**src/rtl/elevator_pkg.sv**
```systemverilog
// Shared definitions for the elevator controller.
//   state_e        : FSM state encoding, also driven out on the state port
//   DEF_*          : default building geometry and timing
package elevator_pkg;

  typedef enum logic [1:0] {
    ST_IDLE    = 2'd0,
    ST_MOVE_UP = 2'd1,
    ST_MOVE_DN = 2'd2,
    ST_DOOR    = 2'd3
  } state_e;

  localparam int DEF_NUM_FLOORS    = 4;
  localparam int DEF_TRAVEL_CYCLES = 2;
  localparam int DEF_DOOR_CYCLES   = 3;

endpackage

```
**src/rtl/elevator_if.sv**
```systemverilog
// Call/indicator bundle between the building and the elevator controller.
//   req        : floor-call pulses, bit i = call to floor i
//   cur_floor  : current cabin floor
//   door_open  : door open indicator
//   moving_up  : cabin travelling up
//   moving_dn  : cabin travelling down
//   pending    : latched, unserved calls
//   state      : FSM state (see elevator_pkg::state_e)
// master = building side (drives req), slave = controller side.
interface elevator_if
  import elevator_pkg::*;
#(
  parameter int NUM_FLOORS = DEF_NUM_FLOORS,
  parameter int FLOOR_W    = (NUM_FLOORS > 1) ? $clog2(NUM_FLOORS) : 1
);
  logic [NUM_FLOORS-1:0] req;
  logic [FLOOR_W-1:0]    cur_floor;
  logic                  door_open;
  logic                  moving_up;
  logic                  moving_dn;
  logic [NUM_FLOORS-1:0] pending;
  logic [1:0]            state;

  modport master (
    output req,
    input  cur_floor, door_open, moving_up, moving_dn, pending, state
  );

  modport slave (
    input  req,
    output cur_floor, door_open, moving_up, moving_dn, pending, state
  );
endinterface

```
**src/rtl/elevator_ctrl_dwell_timer.sv**
```systemverilog
// Down-counter used for travel and door dwell times.
//   clk, rst  : clock, synchronous active-high reset
//   load      : load strobe, takes priority over counting
//   load_val  : value loaded on the strobe
//   zero      : counter has reached zero (holds there until reloaded)
module dwell_timer #(
  parameter int W = 2
) (
  input  logic         clk,
  input  logic         rst,
  input  logic         load,
  input  logic [W-1:0] load_val,
  output logic         zero
);
  logic [W-1:0] cnt_q, cnt_d;

  always_comb begin
    cnt_d = cnt_q;
    if (load) begin
      cnt_d = load_val;
    end else if (cnt_q != '0) begin
      cnt_d = cnt_q - 1'b1;
    end
  end

  always_ff @(posedge clk) begin
    if (rst) cnt_q <= '0;
    else     cnt_q <= cnt_d;
  end

  assign zero = (cnt_q == '0);
endmodule

```
**src/rtl/elevator_ctrl.sv**
```systemverilog
// SCAN-order elevator controller.
//   clk, rst : clock, synchronous active-high reset
//   bus      : elevator_if slave (req in; position/door/motion/pending/state out)
// Calls are latched into a pending bitmap; the cabin keeps its direction while
// calls remain ahead of it and reverses otherwise. All outputs come from flops.
//
//   state      | meaning
//   ST_IDLE    | stopped, door closed, choosing next action from pending
//   ST_MOVE_UP | travelling up, one floor per TRAVEL_CYCLES
//   ST_MOVE_DN | travelling down, one floor per TRAVEL_CYCLES
//   ST_DOOR    | stopped with door open for DOOR_CYCLES
module elevator_ctrl
  import elevator_pkg::*;
#(
  parameter int NUM_FLOORS    = DEF_NUM_FLOORS,
  parameter int TRAVEL_CYCLES = DEF_TRAVEL_CYCLES,
  parameter int DOOR_CYCLES   = DEF_DOOR_CYCLES
) (
  input  logic       clk,
  input  logic       rst,
  elevator_if.slave  bus
);
  localparam int FLOOR_W = (NUM_FLOORS > 1) ? $clog2(NUM_FLOORS) : 1;
  localparam int TW      = (TRAVEL_CYCLES > 1) ? $clog2(TRAVEL_CYCLES) : 1;
  localparam int DW      = (DOOR_CYCLES > 1) ? $clog2(DOOR_CYCLES) : 1;
  localparam logic [TW-1:0] TRAVEL_LOAD = TW'(TRAVEL_CYCLES - 1);
  localparam logic [DW-1:0] DOOR_LOAD   = DW'(DOOR_CYCLES - 1);

  state_e                state_q, state_d;
  logic [FLOOR_W-1:0]    cur_floor_q, cur_floor_d;
  logic [NUM_FLOORS-1:0] pending_q, pending_d;
  logic                  last_up_q, last_up_d;

  logic [NUM_FLOORS-1:0] above, below, above_nxt, below_nxt, clr_mask;
  logic [FLOOR_W-1:0]    nxt_floor;
  logic                  going_up;
  logic                  travel_load, travel_zero, door_load, door_zero;

  dwell_timer #(.W(TW)) u_travel (
    .clk(clk), .rst(rst), .load(travel_load), .load_val(TRAVEL_LOAD), .zero(travel_zero)
  );

  dwell_timer #(.W(DW)) u_door (
    .clk(clk), .rst(rst), .load(door_load), .load_val(DOOR_LOAD), .zero(door_zero)
  );

  // Floor the cabin reaches on the arrival edge of the current move.
  assign going_up  = (state_q == ST_MOVE_UP);
  assign nxt_floor = going_up ? cur_floor_q + FLOOR_W'(1) : cur_floor_q - FLOOR_W'(1);

  always_comb begin
    above     = '0;
    below     = '0;
    above_nxt = '0;
    below_nxt = '0;
    for (int i = 0; i < NUM_FLOORS; i++) begin
      above[i]     = pending_q[i] && (i > int'(cur_floor_q));
      below[i]     = pending_q[i] && (i < int'(cur_floor_q));
      above_nxt[i] = pending_q[i] && (i > int'(nxt_floor));
      below_nxt[i] = pending_q[i] && (i < int'(nxt_floor));
    end
  end

  always_comb begin
    state_d     = state_q;
    cur_floor_d = cur_floor_q;
    last_up_d   = last_up_q;
    clr_mask    = '0;
    travel_load = 1'b0;
    door_load   = 1'b0;

    unique case (state_q)
      ST_IDLE: begin
        if (pending_q[cur_floor_q]) begin
          state_d               = ST_DOOR;
          clr_mask[cur_floor_q] = 1'b1;
          door_load             = 1'b1;
        end else if (|above && (last_up_q || !(|below))) begin
          state_d     = ST_MOVE_UP;
          travel_load = 1'b1;
          last_up_d   = 1'b1;
        end else if (|below) begin
          state_d     = ST_MOVE_DN;
          travel_load = 1'b1;
          last_up_d   = 1'b0;
        end
      end
      ST_MOVE_UP, ST_MOVE_DN: begin
        if (travel_zero) begin
          cur_floor_d = nxt_floor;
          if (pending_q[nxt_floor]) begin
            state_d             = ST_DOOR;
            clr_mask[nxt_floor] = 1'b1;
            door_load           = 1'b1;
          end else if (going_up ? |above_nxt : |below_nxt) begin
            travel_load = 1'b1;
          end else begin
            state_d = ST_IDLE;
          end
        end
      end
      ST_DOOR: begin
        // A call for this floor while the door is open just holds it open.
        if (bus.req[cur_floor_q]) begin
          door_load = 1'b1;
        end else if (door_zero) begin
          state_d = ST_IDLE;
        end
      end
      default: state_d = ST_IDLE;
    endcase

    pending_d = (pending_q | bus.req) & ~clr_mask;
    if (state_q == ST_DOOR) begin
      pending_d[cur_floor_q] = 1'b0;
    end
  end

  always_ff @(posedge clk) begin
    if (rst) begin
      state_q     <= ST_IDLE;
      cur_floor_q <= '0;
      pending_q   <= '0;
      last_up_q   <= 1'b1;
    end else begin
      state_q     <= state_d;
      cur_floor_q <= cur_floor_d;
      pending_q   <= pending_d;
      last_up_q   <= last_up_d;
    end
  end

  assign bus.state     = state_q;
  assign bus.cur_floor = cur_floor_q;
  assign bus.pending   = pending_q;
  assign bus.door_open = (state_q == ST_DOOR);
  assign bus.moving_up = (state_q == ST_MOVE_UP);
  assign bus.moving_dn = (state_q == ST_MOVE_DN);

  a_floor_range: assert property (@(posedge clk) disable iff (rst)
    int'(cur_floor_q) < NUM_FLOORS);
  a_no_up_at_top: assert property (@(posedge clk) disable iff (rst)
    (state_q == ST_MOVE_UP) |-> (int'(cur_floor_q) != NUM_FLOORS - 1));
  a_no_dn_at_bottom: assert property (@(posedge clk) disable iff (rst)
    (state_q == ST_MOVE_DN) |-> (cur_floor_q != '0));
endmodule
```
**src/flat_wrapper.sv**
```systemverilog
// flat-port wrapper written by rule: the top's interface ports become plain ports
module elevator_ctrl_flat import elevator_pkg::*;
#(
  parameter int NUM_FLOORS    = DEF_NUM_FLOORS,
  parameter int TRAVEL_CYCLES = DEF_TRAVEL_CYCLES,
  parameter int DOOR_CYCLES   = DEF_DOOR_CYCLES
)
  (clk, rst, bus_req, bus_cur_floor, bus_door_open, bus_moving_up, bus_moving_dn, bus_pending, bus_state);
  elevator_if #(.NUM_FLOORS(NUM_FLOORS)) bus_i ();
  input  logic clk;
  input  logic rst;
  input wire logic [$bits(bus_i.req)-1:0] bus_req;
  output wire logic [$bits(bus_i.cur_floor)-1:0] bus_cur_floor;
  output wire logic [$bits(bus_i.door_open)-1:0] bus_door_open;
  output wire logic [$bits(bus_i.moving_up)-1:0] bus_moving_up;
  output wire logic [$bits(bus_i.moving_dn)-1:0] bus_moving_dn;
  output wire logic [$bits(bus_i.pending)-1:0] bus_pending;
  output wire logic [$bits(bus_i.state)-1:0] bus_state;
  assign bus_i.req = bus_req;
  assign bus_cur_floor = bus_i.cur_floor;
  assign bus_door_open = bus_i.door_open;
  assign bus_moving_up = bus_i.moving_up;
  assign bus_moving_dn = bus_i.moving_dn;
  assign bus_pending = bus_i.pending;
  assign bus_state = bus_i.state;
  elevator_ctrl #(.NUM_FLOORS(NUM_FLOORS), .TRAVEL_CYCLES(TRAVEL_CYCLES), .DOOR_CYCLES(DOOR_CYCLES)) u_core (.clk(clk), .rst(rst), .bus(bus_i));
endmodule
```
**config.mk**
```make
export PLATFORM = sky130hd
export DESIGN_NAME = elevator_ctrl_flat
export DESIGN_NICKNAME = d
export VERILOG_FILES = /design/src/rtl/elevator_pkg.sv /design/src/rtl/elevator_if.sv /design/src/rtl/elevator_ctrl_dwell_timer.sv /design/src/rtl/elevator_ctrl.sv /design/src/flat_wrapper.sv
export SDC_FILE = /design/constraint.sdc
export NUM_CORES = 1
export LEC_CHECK = 0
export ABC_AREA = 1
export CAP_MARGIN = 40
export CORE_MARGIN = 2
export CORE_UTILIZATION = 52
export DETAILED_ROUTE_END_ITERATION = 10
export PLACE_DENSITY = 0.81
export SETUP_SLACK_MARGIN = 0.5
export SLEW_MARGIN = 0
export SYNTH_ARGS = -nofsm -noshare
export SYNTH_HDL_FRONTEND = slang
export SYNTH_HIERARCHICAL = 1
export SYNTH_SLANG_ARGS = --single-unit
```
**constraint.sdc**
```tcl
create_clock -name clk -period 2.1 [get_ports clk]
set_input_delay 0.21 -clock clk [delete_from_list [all_inputs] [get_ports clk]]
set_output_delay 0.21 -clock clk [all_outputs]
set_load 0.03 [all_outputs]
```
## Yosys cells after proc, flatten, opt, wreduce, memory -nomap -nowiden

Index checks and enable logic that the tools add are counted.

- Register bits after elaboration: 12
- Bits in latches: 0
- Bits in writable memories: 0
- ROM bits: 0
- Bits of input ports: 6
- Output and inout bits: 11
- Word-level logic and storage cells: 117
- Memories: 0

- Add/sub/neg operators: 4
- Multipliers: 0
- Divide/modulo/power cells: 0
- $lt $le $gt $ge: 16
- Equal/unequal tests: 8
- Shift operators: 0
- Muxes and demuxes: 44
- Bitwise gates (word level): 7
- Reduce and logical (&&, ||, !) cells: 31

Operator list:

| operator | count |
|---|---|
| two-way mux 2 bit | 11 |
| two-way mux 1 bit | 20 |
| two-way mux 4 bit | 4 |
| logical AND 1 bit | 15 |
| OR reduction 3 bit | 4 |
| AND 4 bit | 2 |
| greater-than comparator 2 bit, first input constant | 4 |
| less-than comparator 1 x 2 -> 1 bit, first input constant | 4 |
| inverter 4 bit | 2 |
| one-hot mux 4 bit (2 select lines) | 1 |
| binary-select mux 1 bit (select 2 bit) | 3 |
| less-than comparator 2 x 3 -> 1 bit, second input constant | 2 |
| one-hot mux 2 bit (3 select lines) | 1 |
| nonzero test 2 bit | 3 |
| AND reduction 5 bit | 1 |
| demux 1 bit (select 2 bit) | 2 |
| equality test 2 bit, second input constant | 2 |
| greater-or-equal comparator 2 x 1 -> 1 bit, second input constant | 2 |
| greater-than comparator 1 x 2 -> 1 bit, first input constant | 2 |
| logical NOT 2 bit | 2 |
| less-than comparator 2 bit, first input constant | 2 |
| != test 2 bit, second input constant | 2 |
| != test 4 x 1 -> 1 bit, second input constant | 1 |
| OR 4 bit | 1 |
| 14 further kinds | 17 |

## Longest topological paths before layout

- Depth after elaboration: 13
- Mapped depth: 14

## Modules after synthesis

The synthesis kept the hierarchy.

Modules (own cells, without submodules):

| module | times used | cells each | area each (um2) | seq. area each (um2) |
|---|---|---|---|---|
| elevator_ctrl | 1 | 152 | 910.9 | 180.2 |
| dwell_timer (u_core.u_door) | 1 | 17 | 113.9 | 40.0 |
| dwell_timer (u_core.u_travel) | 1 | 4 | 33.8 | 20.0 |

## Least setup slack after synthesis

OpenSTA, ideal clock, no wires.

- Kind: reg2reg
- Start point: reg u_core.cur_floor_q[0], in the netlist u_core/bus.cur_floor[0]
- End point: reg u_core.u_door.cnt_q[0]
- Library setup time: 119 ps
- Arrival: 2,087 ps
- Path slack: -106 ps
- Cell stages (with the launch flop): 15
- Path buffers: 0
- Clock period less this slack: 2,206 ps
- Cells stage by stage: dfxtp_1 -> inv_2 -> ha_1 -> inv_1 -> nand2_1 -> nand2_2 -> inv_2 -> nand2_1 -> nand2_2 -> nor2_2 -> nor2_1 -> nor2_1 -> inv_1 -> o21ai_0 -> a21oi_1

- Longest elaborated chain between the ends: 8
- Elaborated cells between the ends (all ways): 15
- Classes of those cells: add/sub: 2; mux: 12; reduce/logical: 1

RTL lines:

| what | line | RTL |
|---|---|---|
| start: declaration | elevator_ctrl.sv:30 | `logic [FLOOR_W-1:0] cur_floor_q, cur_floor_d;` |
| start signal: assignment | elevator_ctrl.sv:127 | `cur_floor_q <= cur_floor_d;` |
| subtractor 2 x 1 -> 2 bit or adder 2 x 1 -> 2 bit (tied branches) | elevator_ctrl.sv:49 | `assign nxt_floor = going_up ? cur_floor_q + FLOOR_W'(1) : cur_floor_q - FLOOR_W'(1);` |
| two-way mux 2 bit (*) | elevator_ctrl.sv:49 |  |
| net u_core.nxt_floor[0] | elevator_ctrl.sv:35 | `logic [FLOOR_W-1:0] nxt_floor;` |
| binary-select mux 1 bit (select 2 bit) (*) | elevator_ctrl.sv:91 | `if (pending_q[nxt_floor]) begin` |
| two-way mux 1 bit (not written as such) (*) | elevator_ctrl.sv:91 |  |
| two-way mux 1 bit (*) | elevator_ctrl.sv:91 |  |
| two-way mux 1 bit (*) | elevator_ctrl.sv:89 | `if (travel_zero) begin` |
| one-hot mux 1 bit (3 select lines) (*) | elevator_ctrl.sv:72 | `unique case (state_q)` |
| net u_core.door_load | elevator_ctrl.sv:37 | `logic travel_load, travel_zero, door_load, door_zero;` |
| OR reduction 2 bit (no source line) (*) | -- |  |
| end signal: assignment | elevator_ctrl_dwell_timer.sv:28 | `else cnt_q <= cnt_d;` |
| end: declaration | elevator_ctrl_dwell_timer.sv:15 | `logic [W-1:0] cnt_q, cnt_d;` |

The timed path passes the listed nets; every way through them passes the cells marked *. The select of a mux whose other input is x is not followed.
A chain may end at the register's enable or synchronous reset.

## Worst setup path after layout

- Start point: reg u_core.cur_floor_q[0], in the netlist u_core/bus.cur_floor[0]
- End point: reg u_core.u_travel.cnt_q

- Longest elaborated chain between the ends: 11
- Elaborated cells between the ends (all ways): 47
- Classes of those cells: add/sub: 2; order compare: 12; mux: 14; reduce/logical: 19

RTL lines:

| what | line | RTL |
|---|---|---|
| subtractor 2 x 1 -> 2 bit or adder 2 x 1 -> 2 bit (tied branches) | elevator_ctrl.sv:49 |  |
| two-way mux 2 bit (*) | elevator_ctrl.sv:49 |  |
| net u_core.nxt_floor[0] | elevator_ctrl.sv:35 |  |
| less-than comparator 1 x 2 -> 1 bit (tied with other cells) | elevator_ctrl.sv:60 | `below_nxt[i] = pending_q[i] && (i < int'(nxt_floor));` |
| logical AND 1 bit (on tied branches) | elevator_ctrl.sv:60, elevator_ctrl.sv:59 |  |
| OR reduction 3 bit | elevator_ctrl.sv:95 | `end else if (going_up ? \|above_nxt : \|below_nxt) begin` |
| two-way mux 1 bit (2 in series) | elevator_ctrl.sv:95 |  |
| two-way mux 1 bit (*) | elevator_ctrl.sv:91 |  |
| two-way mux 1 bit (*) | elevator_ctrl.sv:89 |  |
| one-hot mux 1 bit (2 select lines) (*) | elevator_ctrl.sv:72 |  |
| net u_core.travel_load | elevator_ctrl.sv:37 |  |
| two-way mux 1 bit (*) | elevator_ctrl_dwell_timer.sv:19 | `if (load) begin` |
| end signal: assignment | elevator_ctrl_dwell_timer.sv:28 |  |
| end: declaration | elevator_ctrl_dwell_timer.sv:15 |  |

Marks and branches as above.

==> summary.md <==
| Metric | Value |
|---|---|
| Status | `finished, final reports clean` |
| Initial antenna violation count | `0` |
| Clock latency on the worst-skew pair | `300 ps` |
| Ys async rst share | `0%` |
| Die Area | `2412 sq um` |
| CP Launch Type | `flip-flop` |
| GRT Resource Usage Total | `32.90%` |
| Die W | `49.12 um` |
| DR pass1 iterations | `5` |
| GR Overflow Total | `0` |
| Initial Util | `54.51%` |
| CP arrival | `2050 ps` |
| Root Buffer | `clkbuf_4` |
| Min Tclk post-route | `1818 ps` |
| Slew at the pin closest to its max-slew limit | `524.4 ps` |
| Clk_skew | `8.004 ps` |
| Setup TNS | `0 ps` |
| Vias per inst | `5.864` |
| Number of distinct library cells after synthesis | `18` |
| Reg2reg path depth | `13` |
| Area of placed instances | `1300 sq um` |
| CP required | `2340 ps` |
| Pin count of the biggest net entering global routing | `11` |
| Routability cong. | `0.9391` |
| Hold_buf cts | `0` |
| RSZ-0062 raised after global routing | `true` |
| Nets | `233` |
| Finished Layout Cells | `242` |
| Worst hold path stage count | `2` |
| R2R Setup Slk | `280 ps` |
| Area grow syn2layout | `57.92%` |
| First-pass GRT wire length | `6003 um` |
| CP Max Fanout | `4` |
| Vias in the first global route | `1242` |
| Cts bufs inserted | `3` |
| Fin. Hold Viols | `0` |
| Kind of critical path | `flip-flop to flip-flop` |
| Initial DRC count | `138` |
| Post-synth EDFFs | `0` |
| Seq/Total Area, Yosys | `22.70%` |
| DRC violation count after routing | `0` |
| Htree depth | `1` |
| Final period utilization | `86.57%` |
| Util after Layout | `86.08%` |
| Wire per inst | `18.74 um` |
| Detailed Route WL | `4534 um` |
| Die height | `49.12 um` |
| TritonCTS clock tree | `done` |
| Core Rows | `16` |
| Final slew viol count | `0` |
| Io pins | `17` |
| Worst-path clk slew | `100 ps` |
| Cells after synthesis | `173` |
| Top_reg_cell synth | `dfxtp_1` |
| Vias post-DR | `1419` |
| Mean post-synth cell area | `6.119 sq um` |
| Ant. Diodes | `0` |
| CTS Buffer Depth | `2` |
| Post-route cell area | `1672 sq um` |
| Final setup fails | `0` |
| Synth Register Bits | `12` |
| Crit path capture type | `flip-flop` |
| Layout cells sized above 1 | `44.19%` |
| Placed insts | `216` |
| Max Cap Viol | `0` |
| Slew HR | `64.67%` |
| Worst min-delay path category | `flip-flop to flip-flop` |
| Fmax | `550.1 MHz` |
| Clk sinks | `12` |
| Core area | `1942 sq um` |
| Detail Route Antenna Nets | `0` |
| Syn Std Cell Area | `1059 sq um` |
| IO buf count | `16` |
| Ys Warns | `6` |
| DP HPWL | `2087 um` |
cells by family after synthesis:
| group | Yosys count | share of synthesized area [%] |
|---|---|---|
| AND/OR/NAND/NOR | 89 | 38.18 |
| buffers and inverters | 31 | 11.70 |
| AO/OA/AOI/OAI | 28 | 13.71 |
| flip-flops | 12 | 22.69 |
| adder cells (fa/ha/maj) | 11 | 13.00 |
| other | 2 | 0.7095 |
repair_timing:
action	4_1_cts	5_1_grt
endpoints found under the hold margin	0	0
endpoints found under the setup margin	17	14
buffers inserted	18	4
pin swaps	13	14
gates resized for setup	24	45
synth_stat cells (2+ instances only):
cell / instances / area [sq um]
nand3_2: 3 / 30.03
nand2_2: 10 / 62.56
o21ai_0: 11 / 55.05
inv_2: 3 / 11.26
nor2_1: 13 / 48.80
dfxtp_1: 12 / 240.2
a21oi_1: 15 / 75.07
nor3_1: 2 / 10.01
nor2_2: 4 / 25.02
nand3_1: 9 / 45.04
ha_1: 11 / 137.6
conb_1: 2 / 7.510
nand2_1: 47 / 176.4
inv_1: 27 / 101.4
final cells by class:
cell class | instances | area [sq um]
clock buffers | 4 | 36.28
fillers | 105 | 270.3
inverters | 30 | 125.1
multi-input cells | 131 | 884.6
flip-flops and latches | 12 | 252.7
well taps | 27 | 33.78
repair buffers | 38 | 339.1
stage by stage:
| stage | hold WS (ps) | worst slack [ps] |
|---|---|---|
| floorplan | 276.9 | 411.2 |
| global placement | 446.6 | 237.3 |
| detailed placement | 459.3 | 132.5 |
| CTS | 478.6 | 390.5 |
| global route | 541.4 | 234.8 |
| finish | 514.6 | 282.1 |
critical path, stage by stage, from the launching register on:
cell and delay (ps):
dfxtp_4 400, inv_8 50, ha_4 280, nand2_2 80, nand2_4 120, buf_6 120
nand2_4 40, nand2_2 60, nand2_2 60, nand2_2 100, nand3_2 120, a21oi_2 140
nand2_1 70, nor2_2 110
sequential cells by signal (all words and copies together), names as in the netlist:
signal / count
u_core/u_door/cnt_q: 2
u_core/u_travel/cnt_q: 1
u_core/bus.pending: 4
u_core/last_up_q: 1
u_core/bus.state: 2
u_core/bus.cur_floor: 2
path summary, 6_finish.rpt:
kind	from	to
setup / recovery	u_core/bus.cur_floor[0]	u_core/u_travel/cnt_q
hold reg to reg	u_core/last_up_q	u_core/last_up_q
hold / removal	u_core/last_up_q	u_core/last_up_q
setup reg to reg	u_core/bus.cur_floor[0]	u_core/u_travel/cnt_q
routing by layer:
metal | wire, um | track usage, % | vias up | share of wire [%]
li1 | - | - | 618 | -
met1 | 1608 | 41.33 | 633 | 35
met2 | 2048 | 51.80 | 129 | 45
met3 | 539 | 5.828 | 39 | 12
met4 | 338 | 20.48 | 0 | 7.5
met5 | 0 | 0 | - | 0
layout by cell type, fill, tap and decap left out, types with 7 or more instances in the layout:
cell type	Yosys	layout
nand2_2	10	19
dfxtp_1	12	8
nand2_4	0	7
o21ai_0	11	9
a21oi_1	15	11
inv_1	27	22
nand2_1	47	31
dlygate4sd2_1	0	7
buf_4	0	17
nor2_2	4	8
Power is left out: the tool's default activity adds up to more than one toggle a clock period on the data nets, which glitch-free logic cannot reach.
